<file path="config.mk">
export PLATFORM = sky130hd
export DESIGN_NAME = pea_output_stage
export DESIGN_NICKNAME = d
export VERILOG_FILES = /design/src/rtl/pea_output_stage.sv
export SDC_FILE = /design/constraint.sdc
export NUM_CORES = 1
export LEC_CHECK = 0
export BUFFER_PORTS_ARGS = -buffer_cell sky130_fd_sc_hd__buf_2
export CAP_MARGIN = 20
export CORE_MARGIN = 3
export CORE_UTILIZATION = 54
export DETAILED_ROUTE_END_ITERATION = 10
export PLACE_DENSITY = 0.86
export SLEW_MARGIN = 40
export SYNTH_ARGS = -nofsm -noshare
export SYNTH_HDL_FRONTEND = slang
export SYNTH_SLANG_ARGS = --single-unit
</file>
<file path="constraint.sdc">
create_clock -name clk -period 6.2 [get_ports clk]
set_input_delay 0.31 -clock clk [delete_from_list [all_inputs] [get_ports clk]]
set_output_delay 0.31 -clock clk [all_outputs]
set_load 0.005 [all_outputs]
</file>
<file path="src/rtl/pea_output_stage.sv">
// Buffers core result/status pairs and writes each pair into both output FIFOs together.
// Latency: a pair pushed at edge N is popped at edge N+1, and both FIFO writes happen in the cycle after N+1.
// Backpressure: a pair is only popped when both FIFOs have space; a push into a full buffer with no pop that cycle is dropped and overflow is set.
module pea_output_stage #(
    parameter int word_size   = 16,
    parameter int buffer_size = 1024,
    parameter int pair_depth  = 8,
    parameter int reserve     = 2
) (
    input  logic                             clk,
    input  logic                             rst,
    input  logic                             wr_out,
    input  logic [2*word_size-1:0]           data_out_result,
    input  logic [2*word_size-1:0]           data_out_status,
    input  logic                             FC,
    input  logic [$clog2(buffer_size)-1:0]   result_free_space,
    input  logic [$clog2(buffer_size)-1:0]   status_free_space,
    output logic                             result_wr_en,
    output logic [2*word_size-1:0]           result_out,
    output logic                             status_wr_en,
    output logic [2*word_size-1:0]           status_out,
    output logic                             can_invoke,
    output logic [$clog2(pair_depth):0]      pair_count,
    output logic                             overflow,
    output logic [15:0]                      firing_count
);

    localparam int TW = 2 * word_size;
    localparam int PW = $clog2(pair_depth);
    localparam int CW = PW + 1;

    typedef struct packed {
        logic [TW-1:0] result;
        logic [TW-1:0] status;
    } pair_t;

    typedef enum logic {
        DRAIN_IDLE  = 1'b0,
        DRAIN_WRITE = 1'b1
    } drain_state_t;

    drain_state_t  state_q, state_d;
    logic [PW-1:0] wr_ptr_q, wr_ptr_d;
    logic [PW-1:0] rd_ptr_q, rd_ptr_d;
    logic [CW-1:0] count_q, count_d;
    logic [TW-1:0] result_out_q, result_out_d;
    logic [TW-1:0] status_out_q, status_out_d;
    logic          overflow_q, overflow_d;
    logic [15:0]   firing_count_q, firing_count_d;
    pair_t         mem_q [pair_depth];
    pair_t         mem_d [pair_depth];

    logic          full;
    logic          space_ok;
    logic          pop;
    logic          push;
    logic [CW-1:0] free_entries;

    // Push/pop decisions: a pop frees the slot a same-cycle push into a full buffer needs.
    always_comb begin
        full     = (count_q == CW'(pair_depth));
        space_ok = (result_free_space != '0) && (status_free_space != '0);
        pop      = (state_q == DRAIN_IDLE) && (count_q != '0) && space_ok;
        push     = wr_out && (!full || pop);
    end

    // Next-state for the drain FSM, pointers, occupancy, output registers and counters.
    always_comb begin
        state_d        = state_q;
        wr_ptr_d       = wr_ptr_q;
        rd_ptr_d       = rd_ptr_q;
        count_d        = count_q;
        result_out_d   = result_out_q;
        status_out_d   = status_out_q;
        overflow_d     = overflow_q;
        firing_count_d = firing_count_q;

        unique case (state_q)
            DRAIN_IDLE: begin
                if (pop) begin
                    result_out_d = mem_q[rd_ptr_q].result;
                    status_out_d = mem_q[rd_ptr_q].status;
                    rd_ptr_d     = rd_ptr_q + PW'(1);
                    state_d      = DRAIN_WRITE;
                end
            end
            // Always return to idle so fresh free-space values are seen before the next pop.
            DRAIN_WRITE: state_d = DRAIN_IDLE;
            default:     state_d = DRAIN_IDLE;
        endcase

        if (push) begin
            wr_ptr_d = wr_ptr_q + PW'(1);
        end else if (wr_out) begin
            overflow_d = 1'b1;
        end

        unique case ({push, pop})
            2'b10:   count_d = count_q + CW'(1);
            2'b01:   count_d = count_q - CW'(1);
            default: count_d = count_q;
        endcase

        if (FC) begin
            firing_count_d = firing_count_q + 16'd1;
        end
    end

    // Pair storage next-value: only the slot at the write pointer changes on a push.
    always_comb begin
        for (int i = 0; i < pair_depth; i++) begin
            mem_d[i] = mem_q[i];
        end
        if (push) begin
            mem_d[wr_ptr_q] = '{result: data_out_result, status: data_out_status};
        end
    end

    // Control and output registers with synchronous active-low reset.
    always_ff @(posedge clk) begin
        if (!rst) begin
            state_q        <= DRAIN_IDLE;
            wr_ptr_q       <= '0;
            rd_ptr_q       <= '0;
            count_q        <= '0;
            result_out_q   <= '0;
            status_out_q   <= '0;
            overflow_q     <= 1'b0;
            firing_count_q <= '0;
        end else begin
            state_q        <= state_d;
            wr_ptr_q       <= wr_ptr_d;
            rd_ptr_q       <= rd_ptr_d;
            count_q        <= count_d;
            result_out_q   <= result_out_d;
            status_out_q   <= status_out_d;
            overflow_q     <= overflow_d;
            firing_count_q <= firing_count_d;
        end
    end

    // Pair storage is not reset: occupancy alone decides which entries are valid.
    always_ff @(posedge clk) begin
        for (int i = 0; i < pair_depth; i++) begin
            mem_q[i] <= mem_d[i];
        end
    end

    // Headroom report for the invoke scheduler, combinational from registered occupancy.
    always_comb begin
        free_entries = CW'(pair_depth) - count_q;
        can_invoke   = (free_entries >= CW'(reserve));
    end

    assign result_wr_en = (state_q == DRAIN_WRITE);
    assign status_wr_en = (state_q == DRAIN_WRITE);
    assign result_out   = result_out_q;
    assign status_out   = status_out_q;
    assign pair_count   = count_q;
    assign overflow     = overflow_q;
    assign firing_count = firing_count_q;

endmodule

</file>
---- Word level (Yosys, flattened, before mapping) ----
Memories as Yosys holds them, arrays and structs flattened. A register that Yosys moved wholly into a read port is not among the register bits.
Cells that the tools add are included.
W data, S select, Z words.
operators by class
  add/sub/neg operators ................... 6
  multiplexer cells ....................... 7
  $lt $le $gt $ge ......................... 3
  reduce and logical (&&, ||, !) cells .... 14
  divide/modulo/power cells ............... 0
  shifts and indexed selects .............. 0
  equal/unequal tests ..................... 3
  bitwise logic cells ..................... 3
  multipliers ............................. 0
operator list
  kind                     count
  $bwmux W512              1
  $mux W512                1
  $demux W64 S3            1
  $mux W64                 1
  $reduce_bool A10 Y1      2
  $add A16 B1 Y16 const B  1
  $pmux W4 S2              1
  $add A3 B1 Y3 const B    2
  $logic_and A1 B1 Y1      5
  $add A4 B1 Y4 const B    1
  $eq A4 B4 Y1 const B     1
  $ge A4 B2 Y1 const B     1
  $ge A4 B4 Y1 const B     1
  $lt A4 B1 Y1 const B     1
  $not A3 Y4               1
  $reduce_and A2 Y1        2
  $reduce_bool A4 Y1       1
  $sub A4 B1 Y4 const B    1
  $sub A4 B4 Y4 const A    1
  $eq A2 B1 Y1 const B     1
  $eq A2 B2 Y1 const B     1
  $logic_not A1 Y1         2
  $not A1 Y1               2
  $pmux W1 S2              1
  other kinds (3)          3
storage, ports and cells
  bits in latches ......................... 0
  output and inout bits ................... 88
  bits in writable memories ............... 512
  word-level logic and storage cells ...... 43
  register bits after elaboration ......... 28
  bits in read-only memories .............. 0
  memories kept ........................... 1
memory list
  memory  depth  bits a word  rd ports  clocked after memory_dff  write ports  RTL line  text
  mem_q   8      64           9         1                         8            50        pair_t mem_q [pair_depth];

---- Depth between registers and ports, before layout ----
Gate-level depths: netlist of the first run.
  depth after elaboration ................. 7
  mapped depth ............................ 15
  depth with buffers taken out ............ 13

---- Worst setup path before layout of the first run ----
OpenSTA, ideal clock, no wires.
  kind .................................... register to register
  from .................................... register pair_count[1] (netlist name)
  to ...................................... memory mem_q[3][0] in the netlist's numbering (enable)
  data arrival time ....................... 5,915 ps
  stages on the path, launching flop included .. 9
  path buffers ............................ 1
  setup slack ............................. -280 ps
  clock period less this slack ............ 6,480 ps
  cells stage by stage .................... dfxtp_1 > inv_1 > ha_1 > nor3b_1 > nor2_2 > and3_4 > buf_6 > o21ai_1 > nor3_1
RTL lines
  what       RTL line
  to (decl)  50

==> flow_metrics.env, run 1 <==
export IMPL_ios=176
export IMPL_crit_type="flip-flop to flip-flop"
export IMPL_grt_overflow_total=0
export IMPL_finalCritPeriodShare_pct=56.5
export IMPL_rr_startpoint="pair_count[1]$_SDFFE_PN0P_"
export IMPL_die_x_um=213
export IMPL_async_flop_share_pct=0
export IMPL_fin_crit_ps=3500
export IMPL_synthCells=1137
export IMPL_globalplace_congestion=0.763
export IMPL_power_density_nw_per_um2=429
export IMPL_globalRouteTotalUtil_pct=25.2
export IMPL_cp_num_buf_inv=3
export IMPL_maxSlewViolCount=0
export IMPL_maxCapViolations=0
export IMPL_hold_path_class="input pin to flip-flop"
export IMPL_die_area_um2=45300
export IMPL_numCtsBuffers=57
export IMPL_grt_max_degree=81
export IMPL_fin_worst_skew_ps=39.9
export IMPL_power_leakage_nw=9.00
export IMPL_cpLargestDelayFamily="simple AND/OR/NAND/NOR gates"
export IMPL_area_delta_synth_final_pct=17.6
export IMPL_clock_sinks=604
export IMPL_row_count=75
export IMPL_clkTransAtPathRegs_ps=70
export IMPL_grt_antenna_before_repair=7
export IMPL_synth_area_per_cell_um2=20.3
export IMPL_post_drt_wl_per_cell_um=28.1
export IMPL_worstPathRequired_ps=6420
export IMPL_vias=12384
export IMPL_power_mw=11.7
export IMPL_cts_tree="done"
export IMPL_grt_first_pass_wirelength_um=84800
export IMPL_dp_slack_ps=2760
export IMPL_synth_edff_count=512
export IMPL_dr_first_iter_drc_count=1648
export IMPL_cts_buffer_depth=3
export IMPL_root_buffer="clkbuf_16"
export IMPL_fin_nets=1481
export IMPL_synth_cell_types=45
export IMPL_path_max_fanout=38
export IMPL_setup_viol=0
export IMPL_dp_cells=1814
export IMPL_rsz0062_at_grt="no"
export IMPL_ir_drop_mv=0.268
export IMPL_totalWireLength_um=55700
export IMPL_syn_cell_area_um2=23100
export IMPL_ys_flop_type="edfxtp_1"
export IMPL_finalHoldViolCount=0
export IMPL_final_cells=1979
export IMPL_critPathLaunchType="flip-flop"
export IMPL_dpl_hpwl_um=28400
export IMPL_fmax_ghz=0.286
export IMPL_slowest_stage="buf_4"
export IMPL_grt_pass1_vias=12910
export IMPL_status="complete, no violations"
export IMPL_fin_util_pct=64.5
export IMPL_worst_setup_path_end_kind="flip-flop"
export IMPL_max_slew_margin_rel_pct=42.3
export IMPL_drive_gt1_share_pct=34.9
export IMPL_final_setup_worst_slack_ps=2700
export IMPL_fp_dieH_um=213
export IMPL_worst_pin_slew_ps=866
export IMPL_core_um2=42100
export IMPL_drc_errors=0
export IMPL_seq_area_frac_synth_pct=74.5
export IMPL_first_pass_iters=8
export IMPL_critPathArrivalTime_ps=3720
export IMPL_htree_num_levels=2
export IMPL_start_util_pct=54.9
export IMPL_clock_latency_ps=610
export IMPL_syn_nets=1233
export IMPL_min_delay_start="data_out_status[4]"
export IMPL_cts_setup_buffers=0
export IMPL_port_buffers=175
export IMPL_setup_tns_ps=0
export IMPL_yosysWarnings=0
export IMPL_max_stage_delay_ps=520
export IMPL_ant_nets=0
export IMPL_synth_seq_cells=604
export IMPL_cp_startpoint="pair_count[1]$_SDFFE_PN0P_"
export IMPL_cp_cell_sequence="inv_1 -> ha_1 -> nor3b_1 -> nor2_2 -> nand3_1 -> a21o_1 -> nor2_4 -> buf_16 -> buf_4"
export IMPL_viasPerCell=6.26
through the flow:
step                      hold slack [ps]  cell area (µm²)
after floorplan                       409            23100
after CTS                            1.67            27200
after global routing               -0.346            27200
after detailed placement              499            24700
final                                23.4            27200
after global placement                479            24500
worst register-to-register path, stage by stage, from the launching register on:
cell and delay [ps]:
dfxtp_1 480, inv_1 140, ha_1 240, nor3b_1 150, nor2_2 180, nand3_1 270
a21o_1 380, nor2_4 500, buf_16 220, buf_4 540
registers in the layout, indices dropped and copies added (netlist names):
name	count
mem_q	512
firing_count	16
overflow	1
rd_ptr_q	3
wr_ptr_q	3
result_wr_en	1
pair_count	4
status_out	32
result_out	32
cell usage after synthesis, types with 9 or more instances:
| library cell | instances | area [µm²] |
|---|---|---|
| dfxtp_1 | 92 | 1840 |
| mux2i_1 | 72 | 721 |
| buf_2 | 23 | 115 |
| xor2_1 | 9 | 78.8 |
| edfxtp_1 | 512 | 15400 |
| nand2_1 | 20 | 75.1 |
| buf_4 | 16 | 120 |
| a211oi_2 | 64 | 801 |
| mux4_2 | 128 | 2880 |
| nor2_1 | 92 | 345 |
| clkbuf_1 | 12 | 45.0 |
what timing repair did:
item                                    CTS  global route
hold endpoints to repair                394             0
endpoints found under the setup margin    0             0
gates resized for setup                   0             0
hold buffers                             51             0
final timing paths:
check	to	cells past startpoint	slack, ps
worst max-delay path	mem_q[4][4]$_DFFE_PP_	9	2700
worst min register to register	overflow$_SDFFE_PN0P_	2	510
worst max register to register	mem_q[4][4]$_DFFE_PP_	9	2700
worst min-delay path	mem_q[7][4]$_DFFE_PP_	1	20
logic make-up after synthesis:
group,after synthesis,synth area share [%]
adder cells (fa/ha/maj),8,0.466
buffers and inverters,69,1.76
AND/OR/NAND/NOR,155,3.03
AO/OA/AOI/OAI,85,4.05
XOR/XNOR,15,0.568
flip-flops,604,74.5
multiplexers,201,15.6
routing by layer:
layer | vias up | GRT usage, % | routed length, µm
met2 | 793 | 42.7 | 28600
met3 | 137 | 4.36 | 4690
li1 | 5119 | - | -
met5 | - | 0 | 24
met1 | 6331 | 33.6 | 20500
met4 | 4 | 8.44 | 1800
placed cells by master, fill, tap and decap left out, drive strengths merged, types with 20 or more instances in the layout:
cell type / count
clkinv: 26
dlygate4sd3: 51
dfxtp: 92
edfxtp: 512
buf: 200
nand2: 20
a211oi: 66
clkbuf: 67
mux4: 128
nor2: 93
mux2i: 72
area by class of cell:
class,instances,area [µm²]
antenna,6,15.0
fill,2549,14900
sequential,604,17200
timing repair buffer,251,1720
clock buffer,67,1520
multi-input combinational,464,5560
tap,539,674
inverter,7,28.8
clock inverter,41,453
report_power, final:
group | internal, mW | switching (mW) | leakage, nW | total (mW)
clock network | 2.10 | 1.57 | 0.951 | 3.67
registers | 4.84 | 0.298 | 5.41 | 5.13
logic | 1.23 | 1.63 | 2.64 | 2.86
No activity file was read; power rests on OpenSTA's default activity.
==> run 2, diff against run 1 <==
--- a/config.mk
+++ b/config.mk
@@ -5,6 +5,7 @@
 export SDC_FILE = /design/constraint.sdc
 export NUM_CORES = 1
 export LEC_CHECK = 0
+export ABC_AREA = 1
 export BUFFER_PORTS_ARGS = -buffer_cell sky130_fd_sc_hd__buf_2
 export CAP_MARGIN = 20
 export CORE_MARGIN = 3
==> constraint.sdc (replaced) <==
create_clock -name clk -period 2.98 [get_ports clk]
set_input_delay 0.149 -clock clk [delete_from_list [all_inputs] [get_ports clk]]
set_output_delay 0.149 -clock clk [all_outputs]
set_load 0.005 [all_outputs]
==> run 2 against run 1 <==
  * Total power is 110% higher
  * Wire length is 3.1% higher
  * Sequential power is 110% higher
  * Critical path type unchanged
  * Count of clock-buffer cells in the layout is 12 higher
  * Clock skew is 22 ps lower
  * Die area is 2.0% higher
  * Non-clock buffer count is 29 higher
  * Register-to-register slack worse by 2400 ps
  * Setup slack worse by 2400 ps
  * Fmax is 29% higher
  * Core utilization is 1.1 points higher
==> flow_metrics.env, run 2 <==
export IMPL_cp_num_buf_inv=3
export IMPL_grt_max_degree=106
export IMPL_critPathArrivalTime_ps=2980
export IMPL_yosys_top_cells_area="edfxtp_1 (65%), dfxtp_1 (7.8%), nand2_1 (5.7%)"
export IMPL_synthCells=2002
export IMPL_synth_top_cell_by_area="edfxtp_1"
export IMPL_max_slew_margin_rel_pct=41.9
export IMPL_rrSetupSlack_ps=260
export IMPL_syn_nets=2098
export IMPL_synth_area_per_cell_um2=11.8
export IMPL_slowest_stage="dfxtp_1"
export IMPL_final_cell_mix="edfxtp_1 (512), nand2_1 (357), nor2_1 (298)"
export IMPL_globalRouteTotalUtil_pct=24.2
export IMPL_path_max_fanout=47
export IMPL_cts_tree="done"
export IMPL_crit_type="flip-flop to flip-flop"
export IMPL_synth_seq_cells=604
export IMPL_viasPerCell=5.81
export IMPL_ant_nets=0
export IMPL_grt_first_pass_wirelength_um=89200
export IMPL_top_register="mem_q"
export IMPL_finalCritPeriodShare_pct=91.1
export IMPL_globalplace_congestion=0.841
export IMPL_vias=16545
export IMPL_die_area_um2=46200
export IMPL_power_leakage_nw=10.2
export IMPL_clock_sinks=604
export IMPL_numCtsBuffers=57
export IMPL_yosysMostFrequentCell="edfxtp_1"
export IMPL_rsz0062_at_grt="no"
export IMPL_final_cells=2846
export IMPL_fin_crit_ps=2720
export IMPL_maxCapViolations=0
export IMPL_drc_errors=0
export IMPL_htree_num_levels=2
export IMPL_cts_buffer_depth=3
export IMPL_fmax_ghz=0.368
export IMPL_ios=176
export IMPL_synth_cell_types=30
export IMPL_dpl_hpwl_um=30900
export IMPL_power_density_nw_per_um2=875
export IMPL_final_setup_worst_slack_ps=264
export IMPL_cp_cell_sequence="inv_1 -> ha_1 -> nand2_1 -> nor2_1 -> nor2_1 -> nand3_4 -> nand3_1 -> nand2_1 -> inv_1 -> nand2_2 -> nor2_4 -> buf_12"
export IMPL_worstPathRequired_ps=3250
export IMPL_finalHoldViolCount=0
export IMPL_die_x_um=215
export IMPL_clkTransAtPathRegs_ps=60
export IMPL_setup_viol=0
export IMPL_dp_cells=2667
export IMPL_ir_drop_mv=0.677
export IMPL_yosysWarnings=0
export IMPL_start_util_pct=55.5
export IMPL_seq_area_frac_synth_pct=73.0
export IMPL_fin_worst_skew_ps=18.1
export IMPL_maxSlewViolCount=0
export IMPL_synth_edff_count=512
export IMPL_grt_pass1_vias=16539
export IMPL_critPathLaunchType="flip-flop"
export IMPL_area_delta_synth_final_pct=18.3
export IMPL_first_pass_iters=8
export IMPL_fillers=2825
export IMPL_syn_cell_area_um2=23600
export IMPL_max_stage_delay_ps=420
export IMPL_core_um2=42500
export IMPL_post_drt_wl_per_cell_um=20.2
export IMPL_clock_latency_ps=620
export IMPL_fin_nets=2314
export IMPL_status="complete, no violations"
export IMPL_hold_path_class="input pin to flip-flop"
export IMPL_yosysTopAreaCellShare_pct=65.2
export IMPL_final_common_cell="edfxtp_1"
export IMPL_row_count=75
export IMPL_largest_reg_flops=512
export IMPL_post_dp_cell_area_um2=25200
export IMPL_worst_pin_slew_ps=872
export IMPL_dr_first_iter_drc_count=2179
export IMPL_dp_slack_ps=224
export IMPL_synthTopCellsByCount="edfxtp_1 (512), nand2_1 (358), nor2_1 (306), o21ai_0 (237), a21oi_1 (207)"
export IMPL_ys_flop_type="edfxtp_1"
export IMPL_root_buffer="clkbuf_16"
export IMPL_final_cell_area_um2=27900
export IMPL_totalWireLength_um=57400
export IMPL_async_flop_share_pct=0
export IMPL_fp_dieH_um=215
export IMPL_cpLargestDelayFamily="simple AND/OR/NAND/NOR gates"
export IMPL_worst_setup_path_end_kind="flip-flop"
export IMPL_grt_overflow_total=0
export IMPL_drive_gt1_share_pct=14.3
export IMPL_grt_antenna_before_repair=4
export IMPL_port_buffers=175
==> run 2: worst paths after layout <==
kind,startpoint,endpoint,cells after the start
worst max-delay path,pair_count[1]$_SDFFE_PN0P_,mem_q[4][24]$_DFFE_PP_,12
worst min-delay path,result_free_space[2],pair_count[3]$_SDFFE_PN0P_,9
worst max register to register,pair_count[1]$_SDFFE_PN0P_,mem_q[4][24]$_DFFE_PP_,12
worst min register to register,result_out[27]$_SDFFE_PN0P_,result_out[27]$_SDFFE_PN0P_,2
==> run 2: per-layer routing <==
metal	GRT usage, %	vias to the layer above	share of wire (%)
met2	40.6	1002	50
met3	3.94	154	10
met4	9.28	4	3.1
met1	32.1	7903	37
li1	-	7482	-
met5	0	-	0.045
==> run 2: repair_timing <==
action / 4_1_cts / 5_1_grt
endpoints found under the hold margin: 531 / 0
setup endpoints to repair: 0 / 62
resized for setup: 0 / 3
setup buffers: 0 / 1
hold buffers: 67 / 0
==> run 2: cell families after synthesis <==
kind of cell | count (synthesis) | share of synthesized area, %
fa+ha+maj | 8 | 0.456
simple gates | 688 | 11.1
buf+inv | 151 | 2.94
xor+xnor | 5 | 0.186
flops | 604 | 73.0
compound gates | 546 | 12.3
==> run 2: report_power, final <==
| part | switching (mW) | total, mW | internal (mW) |
|---|---|---|---|
| Clock | 3.14 | 7.64 | 4.50 |
| Sequential | 0.571 | 10.6 | 10.1 |
| Combinational | 4.09 | 6.16 | 2.07 |
==> run 2: metrics by stage <==
step	power [mW]	hold slack [ps]	util (%)	TNS [ps]
CTS	24.4	282	65.5	0
global route	25.6	351	65.7	0
floorplan	14.6	239	-	-236440
finish	24.4	265	65.7	0
global placement	16.4	399	59.2	0
detailed placement	16.7	409	59.2	0
==> run 2: area by class of cell <==
| class | count | area (µm²) | area share (%) |
|---|---|---|---|
| antenna | 2 | 5.00 | 0.0179 |
| clock buffer | 79 | 1610 | 5.76 |
| clock inverter | 29 | 404 | 1.45 |
| inverter | 28 | 114 | 0.408 |
| multi-input combinational | 1247 | 5760 | 20.6 |
| sequential | 604 | 17200 | 61.7 |
| tap | 577 | 722 | 2.59 |
| timing repair buffer | 280 | 2070 | 7.41 |
==> run 2: tightest hold or removal path, stage by stage <==
cell	delay (ps)
buf_2	70
nor2_1	30
nand2_1	40
nor2_1	40
nand2_1	120
nand3_4	120
nand2_1	100
a21oi_1	60
nor2_1	100
==> run 3, diff against run 2 <==
--- a/config.mk
+++ b/config.mk
@@ -5,11 +5,11 @@
 export SDC_FILE = /design/constraint.sdc
 export NUM_CORES = 1
 export LEC_CHECK = 0
-export ABC_AREA = 1
 export BUFFER_PORTS_ARGS = -buffer_cell sky130_fd_sc_hd__buf_2
 export CAP_MARGIN = 20
 export CORE_MARGIN = 3
 export CORE_UTILIZATION = 54
+export CTS_BUF_LIST = sky130_fd_sc_hd__clkbuf_16
 export DETAILED_ROUTE_END_ITERATION = 10
 export PLACE_DENSITY = 0.86
 export SLEW_MARGIN = 40
==> run 3 against run 2 <==
  * Register-to-register slack better by 130 ps
  * Total power down 2.6%
  * Clock power down 7.5%
  * Combinational power down 2%
  * First-iteration DRC count down 35%
  * Core utilization down 0.80 points
  * Wire length down 5.7%
  * Non-clock buffer count down 11
  * Hold slack worse by 64 ps
  * Global-route usage about the same
  * Sequential share of layout area up 1.3 points
  * Highest routed layer unchanged
==> flow_metrics.env, run 3 (same netlist as run 1, synthesis figures left out) <==
export IMPL_worst_pin_slew_ps=870
export IMPL_clock_latency_ps=600
export IMPL_globalRouteTotalUtil_pct=24.3
export IMPL_critPathLaunchType="flip-flop"
export IMPL_worstPathRequired_ps=3470
export IMPL_post_drt_wl_per_cell_um=27.2
export IMPL_maxSlewViolCount=0
export IMPL_start_util_pct=54.9
export IMPL_finalHoldViolCount=0
export IMPL_fmax_ghz=0.387
export IMPL_ios=176
export IMPL_dr_first_iter_drc_count=1409
export IMPL_grt_pass1_vias=12936
export IMPL_power_leakage_nw=9.08
export IMPL_die_area_um2=45300
export IMPL_largest_reg_flops=512
export IMPL_cts_resized=0
export IMPL_port_buffers=175
export IMPL_globalplace_congestion=0.784
export IMPL_clock_sinks=604
export IMPL_hold_path_class="input pin to flip-flop"
export IMPL_max_stage_delay_ps=410
export IMPL_dp_slack_ps=430
export IMPL_status="complete, no violations"
export IMPL_cts_setup_buffers=0
export IMPL_hold_worst_slack_ps=201
export IMPL_ant_nets=0
export IMPL_dpl_hpwl_um=27700
export IMPL_grt_antenna_before_repair=6
export IMPL_final_cell_mix="edfxtp_1 (512), buf_2 (175), mux4_2 (128)"
export IMPL_grt_overflow_total=0
export IMPL_fp_dieH_um=213
export IMPL_totalWireLength_um=54100
export IMPL_viasPerCell=6.12
export IMPL_final_setup_worst_slack_ps=393
export IMPL_first_pass_iters=5
export IMPL_rsz0062_at_grt="no"
export IMPL_cp_cell_sequence="inv_4 -> ha_4 -> nor3b_1 -> nor2_2 -> and3_4 -> nand2_1 -> fa_1 -> xor2_1 -> a311oi_1 -> a211oi_1 -> a211oi_1"
export IMPL_fin_crit_ps=2590
export IMPL_ir_drop_mv=1.26
export IMPL_fin_worst_skew_ps=23.1
export IMPL_crit_top_cell="a211oi_1"
export IMPL_drc_errors=0
export IMPL_post_dp_cell_area_um2=24800
export IMPL_slowest_stage="dfxtp_4"
export IMPL_final_cell_area_um2=27300
export IMPL_root_buffer="clkbuf_16"
export IMPL_critPathArrivalTime_ps=3070
export IMPL_maxCapViolations=0
export IMPL_cts_hold_buf=67
export IMPL_grt_first_pass_wirelength_um=81900
export IMPL_cpLargestDelayFamily="simple AND/OR/NAND/NOR gates"
export IMPL_cp_num_buf_inv=1
export IMPL_fillers=2581
export IMPL_grt_max_degree=137
export IMPL_row_count=75
export IMPL_drive_gt1_share_pct=34.3
export IMPL_power_mw=23.8
export IMPL_max_slew_margin_rel_pct=42.0
export IMPL_top_register="mem_q"
export IMPL_multi_input_area_um2=5590
export IMPL_fin_nets=1498
export IMPL_core_um2=42100
export IMPL_worst_setup_path_end_kind="flip-flop"
export IMPL_crit_type="flip-flop to flip-flop"
export IMPL_power_density_nw_per_um2=870
export IMPL_cts_tree="done"
export IMPL_htree_num_levels=2
export IMPL_area_sequential_um2=17200
export IMPL_clkTransAtPathRegs_ps=60
export IMPL_area_delta_synth_final_pct=18.2
export IMPL_path_max_fanout=8
export IMPL_final_common_cell="edfxtp_1"
export IMPL_vias=12182
export IMPL_cts_buffer_depth=3
export IMPL_numCtsBuffers=56
export IMPL_finalCritPeriodShare_pct=86.8
export IMPL_setup_viol=0
export IMPL_die_x_um=213
[run 3: power by group]
part | internal [mW] | leakage [nW] | total (mW) | switching, mW
registers | 10.1 | 5.41 | 10.7 | 0.621
logic | 2.66 | 2.74 | 6.03 | 3.37
clock network | 3.99 | 0.928 | 7.07 | 3.08
total | 16.7 | 9.08 | 23.8 | 7.07
[run 3: routing by layer]
layer	global-route usage, %	wire length, µm
met2	41.7	27900
met5	0	13
met4	9.25	1990
met1	31.4	20100
met3	4.14	4070
[run 3: metrics by stage]
step                utilization (%)  cells  TNS, ps
floorplan                         -   1137  -129210
global placement               59.0   1816        0
detailed placement             59.0   1816        0
CTS                            64.8   1987        0
global route                   64.9   1992        0
finish                         64.9   1992        0
[run 3: path summary, 6_finish.rpt]
check	startpoint	endpoint	slack, ps	cells past startpoint
worst max-delay path	pair_count[1]$_SDFFE_PN0P_	pair_count[2]$_SDFFE_PN0P_	390	11
worst min-delay path	result_free_space[8]	pair_count[2]$_SDFFE_PN0P_	200	6
worst max register to register	pair_count[1]$_SDFFE_PN0P_	pair_count[2]$_SDFFE_PN0P_	390	11
worst min register to register	overflow$_SDFFE_PN0P_	overflow$_SDFFE_PN0P_	480	2
[run 3: worst register-to-register path: stages (launching register included)]
cell and delay (ps):
dfxtp_4 410, inv_4 60, ha_4 170, nor3b_1 140, nor2_2 230, and3_4 260
nand2_1 110, fa_1 410, xor2_1 190, a311oi_1 210, a211oi_1 80, a211oi_1 240
[run 3: cell type report]
type	count	share of cell area [%]
multi-input combinational	464	20.4
tap	539	2.47
timing repair buffer	269	7.27
antenna	5	0.0458
inverter	7	0.133
clock inverter	47	1.35
clock buffer	57	5.22
sequential	604	63.1
